**config.mk**
```make
export PLATFORM = sky130hd
export DESIGN_NAME = fpu_sequencer
export DESIGN_NICKNAME = d
export VERILOG_FILES = /design/src/rtl/fpu_sequencer_pkg.sv /design/src/rtl/fpu_req_fifo.sv /design/src/rtl/fpu_sequencer.sv
export SDC_FILE = /design/constraint.sdc
export NUM_CORES = 1
export LEC_CHECK = 0
export ABC_AREA = 1
export CAP_MARGIN = 20
export CORE_AREA = 2 2 169 171
export CTS_BUF_LIST = sky130_fd_sc_hd__clkbuf_8
export DETAILED_ROUTE_END_ITERATION = 10
export DIE_AREA = 0 0 171 173
export DONT_BUFFER_PORTS = 1
export HOLD_SLACK_MARGIN = 0.12
export PLACE_DENSITY = 0.84
export SYNTH_ARGS = -nofsm -noshare
export SYNTH_HDL_FRONTEND = slang
export SYNTH_SLANG_ARGS = --single-unit
```
**constraint.sdc**
```tcl
create_clock -name clk -period 5.6 [get_ports clk]
set_input_delay 1.12 -clock clk [delete_from_list [all_inputs] [get_ports clk]]
set_output_delay 1.12 -clock clk [all_outputs]
set_load 0.02 [all_outputs]
```
**src/rtl/fpu_sequencer_pkg.sv**
```systemverilog
// fpu_sequencer_pkg: FPU op codes, sequencer state encoding and the
// per-op minimum latency used to mask stale fpu_ready.
package fpu_sequencer_pkg;

    typedef enum logic [1:0] {
        FPU_ADD  = 2'd0,
        FPU_SUB  = 2'd1,
        FPU_MUL  = 2'd2,
        FPU_SQRT = 2'd3
    } fpu_op_e;

    typedef enum logic [1:0] {
        IDLE = 2'd0,
        WAIT = 2'd1,
        POLL = 2'd2,
        RESP = 2'd3
    } seq_state_e;

    function automatic int op_latency(
        input logic [1:0] op,
        input int         mul_lat,
        input int         sqrt_lat
    );
        int lat;
        unique case (op)
            FPU_MUL:  lat = mul_lat;
            FPU_SQRT: lat = sqrt_lat;
            default:  lat = 1;
        endcase
        return lat;
    endfunction

endpackage

```
**src/rtl/fpu_req_fifo.sv**
```systemverilog
// fpu_req_fifo: synchronous FIFO with async reset, full/empty flags and
// an occupancy count; pointers carry one extra wrap bit.
module fpu_req_fifo #(
    parameter int DW    = 8,
    parameter int DEPTH = 4
) (
    input  logic                    clk,
    input  logic                    reset,
    input  logic                    push_i,
    input  logic                    pop_i,
    input  logic [DW-1:0]           wdata_i,
    output logic [DW-1:0]           rdata_o,
    output logic [$clog2(DEPTH):0]  level_o,
    output logic                    full_o,
    output logic                    empty_o
);
    localparam int AW = $clog2(DEPTH);

    logic [DW-1:0] mem_q [DEPTH];
    logic [AW:0]   wptr_q, rptr_q;
    logic          do_push, do_pop;

    assign level_o = wptr_q - rptr_q;
    assign empty_o = (wptr_q == rptr_q);
    assign full_o  = (wptr_q[AW] != rptr_q[AW]) &&
                     (wptr_q[AW-1:0] == rptr_q[AW-1:0]);
    assign do_push = push_i && !full_o;
    assign do_pop  = pop_i && !empty_o;
    assign rdata_o = mem_q[rptr_q[AW-1:0]];

    always_ff @(posedge clk or posedge reset) begin
        if (reset) begin
            wptr_q <= '0;
            rptr_q <= '0;
        end else begin
            if (do_push) wptr_q <= wptr_q + (AW+1)'(1);
            if (do_pop)  rptr_q <= rptr_q + (AW+1)'(1);
        end
    end

    always_ff @(posedge clk) begin
        if (do_push) mem_q[wptr_q[AW-1:0]] <= wdata_i;
    end

endmodule

```
**src/rtl/fpu_sequencer.sv**
```systemverilog
// fpu_sequencer: issues queued fixed-point ops to the FPU one at a time
// and returns tagged results, bounding every op with a timeout.
module fpu_sequencer
    import fpu_sequencer_pkg::*;
#(
    parameter int WIDTH    = 32,
    parameter int DEPTH    = 4,
    parameter int TAG_W    = 5,
    parameter int MUL_LAT  = 6,
    parameter int SQRT_LAT = 18,
    parameter int TIMEOUT  = 64
) (
    input  logic             clk,
    input  logic             reset,
    input  logic             req_valid,
    output logic             req_ready,
    input  logic [1:0]       req_op,
    input  logic [WIDTH-1:0] req_a,
    input  logic [WIDTH-1:0] req_b,
    input  logic [TAG_W-1:0] req_tag,
    output logic [WIDTH-1:0] fpu_operand_1,
    output logic [WIDTH-1:0] fpu_operand_2,
    output logic [1:0]       fpu_operation,
    input  logic [WIDTH-1:0] fpu_result,
    input  logic             fpu_ready,
    output logic             rsp_valid,
    input  logic             rsp_ready,
    output logic [WIDTH-1:0] rsp_result,
    output logic [TAG_W-1:0] rsp_tag,
    output logic             rsp_timeout,
    output logic             busy
);
    localparam int DW = 2 + 2 * WIDTH + TAG_W;
    localparam int AW = $clog2(DEPTH);
    localparam int CW = $clog2(TIMEOUT + 1);

    seq_state_e       state_q, state_d;
    logic [DW-1:0]    head;
    logic [AW:0]      level;
    logic             fifo_full, fifo_empty;
    logic             issue, capture, retire;
    logic [1:0]       head_op;
    logic [WIDTH-1:0] head_a, head_b;
    logic [TAG_W-1:0] head_tag;
    logic [CW-1:0]    cnt_q, cnt_d, elap_q, elap_d;
    logic [1:0]       op_q;
    logic [WIDTH-1:0] opa_q, opb_q, res_q;
    logic [TAG_W-1:0] tag_q, rtag_q;
    logic             tmo_q, busy_q;

    assign {head_op, head_a, head_b, head_tag} = head;

    // The in-flight op keeps its slot until its response is taken.
    fpu_req_fifo #(
        .DW    (DW),
        .DEPTH (DEPTH)
    ) u_fifo (
        .clk     (clk),
        .reset   (reset),
        .push_i  (req_valid),
        .pop_i   (retire),
        .wdata_i ({req_op, req_a, req_b, req_tag}),
        .rdata_o (head),
        .level_o (level),
        .full_o  (fifo_full),
        .empty_o (fifo_empty)
    );

    always_ff @(posedge clk or posedge reset) begin
        if (reset) state_q <= IDLE;
        else       state_q <= state_d;
    end

    always_comb begin
        state_d = state_q;
        cnt_d   = cnt_q;
        elap_d  = elap_q;
        unique case (state_q)
            IDLE: begin
                if (!fifo_empty) begin
                    state_d = WAIT;
                    cnt_d   = CW'(op_latency(head_op, MUL_LAT, SQRT_LAT));
                    elap_d  = '0;
                end
            end
            WAIT: begin
                cnt_d  = cnt_q - CW'(1);
                elap_d = elap_q + CW'(1);
                if (cnt_q <= CW'(1)) state_d = POLL;
            end
            POLL: begin
                elap_d = elap_q + CW'(1);
                if (fpu_ready || elap_q >= CW'(TIMEOUT - 1)) state_d = RESP;
            end
            RESP: begin
                if (rsp_ready) state_d = IDLE;
            end
            default: state_d = IDLE;
        endcase
    end

    always_comb begin
        issue     = (state_q == IDLE) && !fifo_empty;
        capture   = (state_q == POLL) && (state_d == RESP);
        retire    = (state_q == RESP) && rsp_ready;
        rsp_valid = (state_q == RESP);
    end

    always_ff @(posedge clk or posedge reset) begin
        if (reset) begin
            cnt_q  <= '0;
            elap_q <= '0;
            op_q   <= FPU_ADD;
            opa_q  <= '0;
            opb_q  <= '0;
            tag_q  <= '0;
            res_q  <= '0;
            rtag_q <= '0;
            tmo_q  <= 1'b0;
            busy_q <= 1'b0;
        end else begin
            cnt_q  <= cnt_d;
            elap_q <= elap_d;
            busy_q <= (state_d != IDLE) || (level > (AW+1)'(retire));
            if (issue) begin
                op_q  <= head_op;
                opa_q <= head_a;
                opb_q <= head_b;
                tag_q <= head_tag;
            end
            if (capture) begin
                res_q  <= fpu_ready ? fpu_result : '0;
                rtag_q <= tag_q;
                tmo_q  <= !fpu_ready;
            end
        end
    end

    assign req_ready     = !fifo_full;
    assign fpu_operand_1 = opa_q;
    assign fpu_operand_2 = opb_q;
    assign fpu_operation = op_q;
    assign rsp_result    = res_q;
    assign rsp_tag       = rtag_q;
    assign rsp_timeout   = tmo_q;
    assign busy          = busy_q;

endmodule

```
==> results of run 1 <==
through the flow:
step                      cell area (um^2)  hold slack, ps
after detailed placement             16600             500
after CTS                            17900             515
final                                17900             283
after global placement               16600             490
after floorplan                      16400             463
after global routing                 17900             250
per-layer routing:
metal	vias to the layer above	share of wire (%)	global-route usage (%)
li1	4843	-	-
met1	4845	38	26.8
met2	432	48	37.4
met3	61	12	9.25
met4	0	2.4	7.73
met5	-	0	0
power breakdown:
part | switching (mW) | internal, mW | total [mW] | leakage (nW)
clock | 1.12 | 1.28 | 2.40 | 0.723
combinational | 2.01 | 0.890 | 2.90 | 2.10
sequential | 1.04 | 4.26 | 5.30 | 4.18
state kept, by name (all words and copies together), names as in the netlist, 3 cells and up:
name and flops:
fpu_operand_1 32, u_fifo.wptr_q 3, elap_q 7, fpu_operand_2 32, tag_q 5, rsp_result 32, cnt_q 7, u_fifo.mem_q 284
rsp_tag 5, u_fifo.rptr_q 3
critical path: cells and delay by family (launching register included):
| family | cells | cell delay (ps) |
|---|---|---|
| AND/OR/NAND/NOR | 4 | 1620 |
| flip-flops | 1 | 1060 |
| buffers and inverters | 3 | 500 |
| adder cells (fa/ha/maj) | 1 | 320 |
how the worst min path moves through the flow:
stage	startpoint	end	slack [ps]
finish	reset	rsp_result[17]	280
global route	reset	rsp_result[29]	250
detailed placement	elap_q[1]	elap_q[1]	500
global placement	elap_q[1]	elap_q[1]	490
floorplan	u_fifo.wptr_q[2]	u_fifo.wptr_q[2]	460
CTS	elap_q[1]	elap_q[1]	510
cells by family (layout without fill, tap and decap cells):
family,after synthesis,after routing,share of synthesized area [%]
buffers and inverters,147,194,4.10
DFF,416,416,72.0
xor gates and xnor gates,9,9,0.480
and+or+nand+nor,586,586,14.1
adders and majority gates,17,17,1.34
AOI/OAI and AO/OA,239,239,7.93
cells in the final DEF, fill, tap and decap left out, types with 2 or more instances in the layout:
| cell type | instances |
|---|---|
| inv_4 | 2 |
| o21ai_1 | 4 |
| inv_1 | 84 |
| nor2_4 | 4 |
| a21oi_1 | 9 |
| ha_1 | 16 |
| clkbuf_8 | 73 |
| o21ai_0 | 149 |
| bufinv_16 | 2 |
| dfrtp_4 | 2 |
| nand3_1 | 53 |
| nor3_1 | 2 |
| clkinv_2 | 9 |
| nand4_1 | 6 |
| a31oi_1 | 71 |
| o21ai_2 | 2 |
| xor2_1 | 9 |
| inv_2 | 2 |
| buf_12 | 2 |
| edfxtp_1 | 284 |
| nand3_2 | 2 |
| nand2_1 | 147 |
| dfrtp_1 | 130 |
| nand2_2 | 4 |
| buf_4 | 10 |
| nor2_1 | 365 |
| clkinv_1 | 6 |
layout make-up:
type	count	area, um^2
sequential	416	11800
fill	1947	9720
multi-input combinational	851	3950
clock buffer	73	1000
tap	378	473
inverter	68	265
clock inverter	40	234
timing repair buffer	13	143
==> flow_metrics.tcl, run 1 <==
set metrics [dict create \
    outcome "complete, no violations" \
    async_reset_ff_share_pct 31.7 \
    drive_above_1_share_pct 8.21 \
    synth-main-ff-cell "edfxtp_1" \
    worst_pin_slew_ps 1050 \
    diodes 0 \
    grt_pass1_wl_mm 52.4 \
    rrSetupSlack_ps 1760 \
    grt_overflow 0 \
    vdd_drop_max_uv 326 \
    drt_pass1_iterations 5 \
    grt_usage_pct 22.6 \
    crit_chain "inv_2 -> ha_1 -> nand2_1 -> inv_1 -> nand3_1 -> nand2_1 -> nor2_4 -> buf_12" \
    crit_arrival_ps 4130 \
    cp-end-kind "flip-flop" \
    crit_top_cell "nand2_1" \
    netlist_instances 1414 \
    rr_startpoint "u_fifo.rptr_q[1]" \
    grt_max_degree 104 \
    synth_top_cell_by_area "edfxtp_1" \
    dp_hpwl_mm 19.3 \
    syn_to_final_growth_pct 9.04 \
    finalSetupTns_ps 0 \
    powerDensity_nw_per_um2 592 \
    finalNonFillerCells 1839 \
    insertion_delay_ps 630 \
    place.port_buffers 0 \
    drtIter0Drc 916 \
    endpoint "u_fifo.mem_q[3][59]" \
    first_global_vias 10200 \
    nNetsFinal 1536 \
    wire_per_inst_um 18.3 \
    syn_area_um2 16400 \
    drc_errors 0 \
    cts_buffers 61 \
    cts_root_buf "clkbuf_8" \
    finalClockSkew_ps 45.7 \
    setup_ws_ps 1760 \
    slowest_delay_ps 1060 \
    io_pins 215 \
    critPathLaunch "u_fifo.rptr_q[1]" \
    dp_worst_setup_slack_ps 1720 \
    r2r-end "u_fifo.mem_q[3][59]" \
    ys_ff_latch 416 \
    num_rows 61 \
    final-setup-viol-count 0 \
    maxCapViolCount 0 \
    cts_resized 0 \
    yosys.area.top_type_share_pct 51.9 \
    r2r_cells 8 \
    fin_crit_ps 3840 \
    synth_edf_count 284 \
    cts_buffer_depth 3 \
    crit_fanout 73 \
    clkSinkCount 416 \
    ant_nets 0 \
    leakagePower_nw 7.00 \
    yosys-top-cells-area "edfxtp_1, dfrtp_1, nor2_1, o21ai_0, nand2_1" \
    path_class "reg2reg" \
    routed_wl_mm 33.6 \
    dp.cells 1725 \
    fmax_mhz 260 \
    yosys_warnings 0 \
    grt_antenna_before_repair 1 \
    placeableCoreArea_um2 27600 \
    via_per_inst 5.54 \
    postCtsHoldBufs 0 \
    total_power_mw 10.6 \
    die_h_um 173 \
    hold_path_class "in2async" \
    slew_violations 0 \
    vias 10200 \
    dieArea_um2 29600 \
    routabilityCongestion 0.779 \
    start_util_pct 59.4 \
    rsz0062_at_grt "no" \
    hold_viol 0 \
    synth_common_cells "nor2_1, edfxtp_1, o21ai_0" \
    crit_slowest_cell "dfrtp_4" \
    die_w_um 171 \
    yosysSeqAreaShare_pct 72.0 \
    start_kind "flip-flop" \
    synth_most_common_cell "nor2_1" \
    cts_tree "yes" \
    utilization_pct 64.8 \
    avgSynthCellArea_um2 11.6 \
    clk_pin_slew_worst_paths_ps 60 \
    maxSlewHeadroom_pct 29.9 \
    syn-num-nets 1539 \
    worstPathRequired_ps 5890 \
    h-tree-depth 2 \
    ys_types 31 \
    cts_setup_buffers 0 \
    fin_crit_sh_pct 68.6 \
]
Note: power is estimated with default switching activity, not from simulation.
==> run 2: changes to the inputs <==
--- a/config.mk
+++ b/config.mk
@@ -7,13 +7,13 @@
 export LEC_CHECK = 0
 export ABC_AREA = 1
 export CAP_MARGIN = 20
-export CORE_AREA = 2 2 169 171
+export CORE_AREA = 2 2 170 172
 export CTS_BUF_LIST = sky130_fd_sc_hd__clkbuf_8
 export DETAILED_ROUTE_END_ITERATION = 10
-export DIE_AREA = 0 0 171 173
+export DIE_AREA = 0 0 172 174
 export DONT_BUFFER_PORTS = 1
 export HOLD_SLACK_MARGIN = 0.12
-export PLACE_DENSITY = 0.84
+export PLACE_DENSITY = 0.86
 export SYNTH_ARGS = -nofsm -noshare
 export SYNTH_HDL_FRONTEND = slang
 export SYNTH_SLANG_ARGS = --single-unit
==> constraint.sdc (replaced) <==
create_clock -name clk -period 3.35 [get_ports clk]
set_input_delay 0.67 -clock clk [delete_from_list [all_inputs] [get_ports clk]]
set_output_delay 0.67 -clock clk [all_outputs]
set_load 0.02 [all_outputs]
==> run 2 against run 1 <==
Hold slack lost 110 ps; combinational power grew 81%; flip-flop and latch count is the same; final cell count grew 0.98%; via count grew 3.9%; design area grew 0.52%; critical path depth is the same; routed wire length grew 5.8%; global-route usage grew 1.1 points; total power grew 69%; clock power grew 69%; sequential power grew 63%; critical path type unchanged.
==> flow_metrics.tcl, run 2 (synthesized netlist as in run 1, its figures left out) <==
set metrics [dict create \
    multi_input_area_um2 3950 \
    clk_pin_slew_worst_paths_ps 70 \
    fmax_mhz 373 \
    powerDensity_nw_per_um2 997 \
    final_common_cell "nor2_1" \
    outcome "complete, no violations" \
    start_util_pct 58.2 \
    seqPwrFrac_pct 48.2 \
    path_class "reg2reg" \
    cts_tree "yes" \
    fin_hold_ws_ps 177 \
    critPathTopFamily "buffers and inverters" \
    final-setup-viol-count 0 \
    drtIter0Drc 864 \
    p_clk_share_pct 22.6 \
    drive_above_1_share_pct 8.89 \
    cts_buffers 66 \
    io_pins 215 \
    dp.cells 1740 \
    num_rows 62 \
    slowest_delay_ps 830 \
    grt_pass1_wl_mm 54.9 \
    placeableCoreArea_um2 28200 \
    vdd_drop_max_uv 732 \
    fin_crit_ps 2680 \
    area.sequential_um2 11800 \
    worst_pin_slew_ps 984 \
    grt_max_degree 94 \
    grt_overflow 0 \
    combPwrFrac_pct 29.2 \
    fin_area_um2 18000 \
    final_cell_mix "nor2_1, edfxtp_1, o21ai_0" \
    crit_slowest_cell "buf_4" \
    leakagePower_nw 7.04 \
    drc_errors 0 \
    min-delay-start "req_op[0]" \
    syn_to_final_growth_pct 9.61 \
    crit_top_cell "nand2_1" \
    place.port_buffers 0 \
    fin_crit_sh_pct 80.1 \
    cts_buffer_depth 3 \
    fillers 2006 \
    routed_wl_mm 35.5 \
    rsz0062_at_grt "no" \
    worstPathRequired_ps 3820 \
    h-tree-depth 3 \
    finalNonFillerCells 1857 \
    start_kind "flip-flop" \
    clkSinkCount 416 \
    finalSetupTns_ps 0 \
    maxCapViolCount 0 \
    insertion_delay_ps 580 \
    rrSetupSlack_ps 670 \
    maxSlewHeadroom_pct 34.4 \
    cts_setup_buffers 0 \
    internal_power_mw 10.8 \
    p_switching_mw 7.11 \
    postCtsHoldBufs 1 \
    finalClockSkew_ps 26.3 \
    crit_arrival_ps 3150 \
    drt_pass1_iterations 5 \
    diodes 0 \
    sw_frac_of_total_pct 39.6 \
    crit_chain "buf_4 -> buf_4 -> nand2_1 -> nand3_1 -> nand2_1 -> nor2_1 -> nand2_1 -> a31oi_1" \
    cts_resized 0 \
    first_global_vias 10900 \
    utilization_pct 63.7 \
    cts_root_buf "clkbuf_8" \
    crit_fanout 93 \
    hold_viol 0 \
    ant_nets 0 \
    r2r_cells 8 \
    dp_worst_setup_slack_ps 706 \
    rr_startpoint "u_fifo.rptr_q[0]" \
    vias 10600 \
    nNetsFinal 1550 \
    largest_reg_flops 284 \
    cp-end-kind "flip-flop" \
    r2r-end "cnt_q[2]" \
    via_per_inst 5.70 \
    grt_antenna_before_repair 0 \
    holdPathStages 0 \
    slew_violations 0 \
    min_to "u_fifo.mem_q[1][69]" \
    die_w_um 172 \
    grt_usage_pct 23.7 \
    dp_hpwl_mm 20.9 \
    total_power_mw 17.9 \
    wire_per_inst_um 19.1 \
    crit_buf_inv 2 \
    setup_ws_ps 667 \
    die_h_um 174 \
    dieArea_um2 29900 \
    routabilityCongestion 0.805 \
    hold_path_class "in2reg" \
    place_area_um2 16700 \
]
run 2: routing by layer:
metal  wire length, um  GRT usage [%]  part of all wire [%]
met1             12800           27.0                    36
met2             17300           39.5                    49
met5                 0              0                     0
met3              4260           9.52                    12
met4              1100           10.2                   3.1
run 2: how the worst max path moves through the flow:
stage / startpoint / endpoint / slack [ps] / cells past startpoint
finish: u_fifo.rptr_q[0] / cnt_q[2] / 670 / 8
global route: u_fifo.rptr_q[0] / cnt_q[2] / 460 / 8
global placement: u_fifo.rptr_q[0] / cnt_q[1] / 790 / 8
CTS: u_fifo.rptr_q[0] / cnt_q[2] / 640 / 8
detailed placement: u_fifo.rptr_q[0] / cnt_q[2] / 710 / 8
floorplan: u_fifo.rptr_q[1] / u_fifo.mem_q[3][0] / 50 / 10
run 2: layout make-up:
| type | instances | share of cell area, % |
|---|---|---|
| clock buffers | 75 | 5.73 |
| flip-flops and latches | 416 | 65.8 |
| inverters | 68 | 1.47 |
| clock inverters | 41 | 1.20 |
| well taps | 384 | 2.67 |
| multi-input cells | 851 | 21.9 |
| repair buffers | 22 | 1.21 |
run 2: worst reg2reg max path, cell delays in order (launching register included):
cell	delay, ps
dfrtp_4	430
buf_4	460
buf_4	840
nand2_1	120
nand3_1	130
nand2_1	90
nor2_1	230
nand2_1	110
a31oi_1	170
run 2: power by group through the flow:
stage	Clock [mW]	Combinational [mW]	Sequential [mW]
after global routing	4.32	5.92	8.79
after global placement	0	4.96	8.67
after detailed placement	0	5.20	8.73
after CTS	4.12	5.26	8.65
after floorplan	0	4.12	8.40
final	4.06	5.24	8.64
==> run 3: changes to the inputs <==
--- a/config.mk
+++ b/config.mk
@@ -5,15 +5,15 @@
 export SDC_FILE = /design/constraint.sdc
 export NUM_CORES = 1
 export LEC_CHECK = 0
-export ABC_AREA = 1
+export ABC_AREA = 0
 export CAP_MARGIN = 20
-export CORE_AREA = 2 2 170 172
+export CORE_AREA = 2 2 165 167
 export CTS_BUF_LIST = sky130_fd_sc_hd__clkbuf_8
 export DETAILED_ROUTE_END_ITERATION = 10
-export DIE_AREA = 0 0 172 174
+export DIE_AREA = 0 0 167 169
 export DONT_BUFFER_PORTS = 1
 export HOLD_SLACK_MARGIN = 0.12
-export PLACE_DENSITY = 0.86
+export PLACE_DENSITY = 0.84
 export SYNTH_ARGS = -nofsm -noshare
 export SYNTH_HDL_FRONTEND = slang
 export SYNTH_SLANG_ARGS = --single-unit
==> constraint.sdc (replaced) <==
create_clock -name clk -period 2.7 [get_ports clk]
set_input_delay 0.54 -clock clk [delete_from_list [all_inputs] [get_ports clk]]
set_output_delay 0.54 -clock clk [all_outputs]
set_load 0.02 [all_outputs]
==> run 3 against run 2 <==
First-iteration DRC count fell by 37%; sequential power increased by 26%; total power up 25%; die area shrank 5.7%; design area rose by 4.5%; sequential share of layout area is 2.8 points lower; synthesized cell count shrank 45%; combinational power grew 16%; routed wire length down 11%.
==> flow_metrics.tcl, run 3 <==
set metrics [dict create \
    crit_top_cell "buf_4" \
    start_kind "flip-flop" \
    finalClockSkew_ps 33.4 \
    grt_antenna_before_repair 1 \
    slowest_delay_ps 510 \
    grt_overflow 0 \
    crit_fanout 38 \
    async_reset_ff_share_pct 31.7 \
    busiest_layer "met2" \
    netlist_instances 774 \
    yosys.area.top_type_share_pct 54.2 \
    routabilityCongestion 0.797 \
    vias 7925 \
    worst_pin_slew_ps 792 \
    syn_area_um2 15700 \
    cp-end-kind "flip-flop" \
    drtIter0Drc 541 \
    cts_root_buf "clkbuf_8" \
    num_rows 60 \
    dp_hpwl_mm 17.7 \
    leakagePower_nw 6.86 \
    place.port_buffers 0 \
    first_global_vias 8629 \
    met3_usage_pct 6.73 \
    syn_to_final_growth_pct 19.6 \
    placeableCoreArea_um2 26500 \
    synth-main-ff-cell "edfxtp_1" \
    use_met2_pct 39.1 \
    crit_arrival_ps 2900 \
    hold_path_class "in2reg" \
    largest_reg_flops 284 \
    yosys_warnings 0 \
    slew_violations 0 \
    rrSetupSlack_ps 260 \
    rr_startpoint "u_fifo.rptr_q[0]" \
    synth_most_common_cell "edfxtp_1" \
    crit_chain "ha_1 -> nand2_1 -> buf_4 -> o41ai_2 -> o311ai_4 -> buf_4 -> mux2_2" \
    final_cell_mix "edfxtp_1, dfrtp_1, dlygate4sd3_1" \
    ant_nets 0 \
    yosys-top-cells-area "edfxtp_1, dfrtp_1, mux4_2, mux2_2, a22o_1" \
    wire_per_inst_um 23.7 \
    syn-num-nets 899 \
    r2r_cells 7 \
    min-delay-start "rsp_ready" \
    outcome "complete, no violations" \
    setup_ws_ps 259 \
    avgSynthCellArea_um2 20.3 \
    area.sequential_um2 11800 \
    insertion_delay_ps 590 \
    io_pins 215 \
    fmax_mhz 410 \
    fin_crit_ps 2440 \
    grt_pass1_wl_mm 49.2 \
    dp_worst_setup_slack_ps 320 \
    grt_max_degree 63 \
    routed_wl_mm 31.5 \
    ys_ff_latch 416 \
    final_common_cell "edfxtp_1" \
    maxCapViolCount 0 \
    yosysSeqAreaShare_pct 75.2 \
    start_util_pct 59.3 \
    vdd_drop_max_uv 851 \
    nNetsFinal 1061 \
    fin_crit_sh_pct 90.4 \
    min_to "state_q[0]" \
    synth_common_cells "edfxtp_1, dfrtp_1, mux2_2" \
    h-tree-depth 3 \
    via_per_inst 5.96 \
    holdPathStages 4 \
    ys_types 46 \
    drc_errors 0 \
    grt_usage_pct 22.9 \
    cts_buffers 66 \
    worstPathRequired_ps 3160 \
    die_h_um 169 \
    clk_pin_slew_worst_paths_ps 60 \
    crit_slowest_cell "dfrtp_4" \
    r2r-end "rsp_tag[1]" \
    powerDensity_nw_per_um2 1190 \
    path_class "reg2reg" \
    grtUsageMet1_pct 28.5 \
    final-setup-viol-count 0 \
    maxSlewHeadroom_pct 47.2 \
    clkSinkCount 416 \
    finalSetupTns_ps 0 \
    drive_above_1_share_pct 28.8 \
    drt_pass1_iterations 5 \
    die_w_um 167 \
    cts_tree "yes" \
    rsz0062_at_grt "no" \
    synth_top_cell_by_area "edfxtp_1" \
    synth_edf_count 284 \
    cts_buffer_depth 3 \
    fillers 1506 \
    dieArea_um2 28200 \
    hold_viol 0 \
    multi_input_area_um2 3720 \
]
run 3: worst max-delay path, delay by kind of cell (launching register included):
kind	cells	cell delay, ps
DFF	1	510
muxes	1	310
AOI/OAI and AO/OA	2	550
adders and majority gates	1	380
buffers and inverters	2	460
and+or+nand+nor	1	100
run 3: final cells by class:
cell class | instances | area share, %
diodes | 1 | 0.0133
clock buffers | 80 | 5.85
clock inverters | 39 | 1.59
inverters | 13 | 0.279
multi-input cells | 311 | 19.8
flip-flops and latches | 416 | 62.9
well taps | 341 | 2.27
repair buffers | 128 | 7.30
run 3: timing repair:
item,in CTS,in global routing
hold endpoints to repair,406,0
gates resized for setup,0,0
hold buffers,105,0
setup buffers,0,0
run 3: power breakdown:
group          total (mW)  leakage [nW]  switching [mW]  internal (mW)
Sequential           10.9          4.21            2.05           8.86
Clock                5.46         0.787            2.43           3.02
Combinational        6.10          1.86            2.98           3.12
Total                22.5          6.86            7.46           15.0
run 3: worst max path at each step:
stage | depth (start not counted) | to | startpoint | slack [ps]
6_report | 7 | rsp_tag[1] | u_fifo.rptr_q[0] | 260
5_1_grt | 8 | rsp_tag[1] | u_fifo.wptr_q[0] | 160
4_1_cts | 7 | rsp_tag[1] | u_fifo.rptr_q[0] | 300
3_5_place_dp | 7 | rsp_tag[1] | u_fifo.rptr_q[0] | 320
3_3_place_gp | 7 | rsp_tag[2] | u_fifo.rptr_q[0] | 380
2_1_floorplan | 7 | u_fifo.mem_q[0][0] | u_fifo.rptr_q[1] | -360
run 3: per-stage QoR:
step | utilization (%) | hold slack, ps | total power [mW] | instances | instance area (um^2)
finish | 71.0 | 364 | 22.5 | 1329 | 18800
global route | 71.0 | 351 | 23.6 | 1329 | 18800
CTS | 71.0 | 330 | 22.6 | 1328 | 18800
detailed placement | 61.7 | 362 | 16.9 | 1104 | 16400
global placement | 61.7 | 360 | 16.7 | 1104 | 16400
floorplan | - | 475 | 15.1 | 774 | 15700
run 3: kinds of logic after synthesis:
logic type      synth area share, %
flops                          75.2
mux                            15.7
compound gates                 4.08
simple gates                   1.73
buf+inv                        1.37
fa+ha+maj                      1.40
xor+xnor                      0.438
run 3: layer usage:
layer	up-vias	part of all wire (%)	wire, um
li1	3437	-	-
met1	4108	38	12100
met2	324	51	16200
met3	56	8.0	2540
met4	0	2.3	715
met5	-	0	0
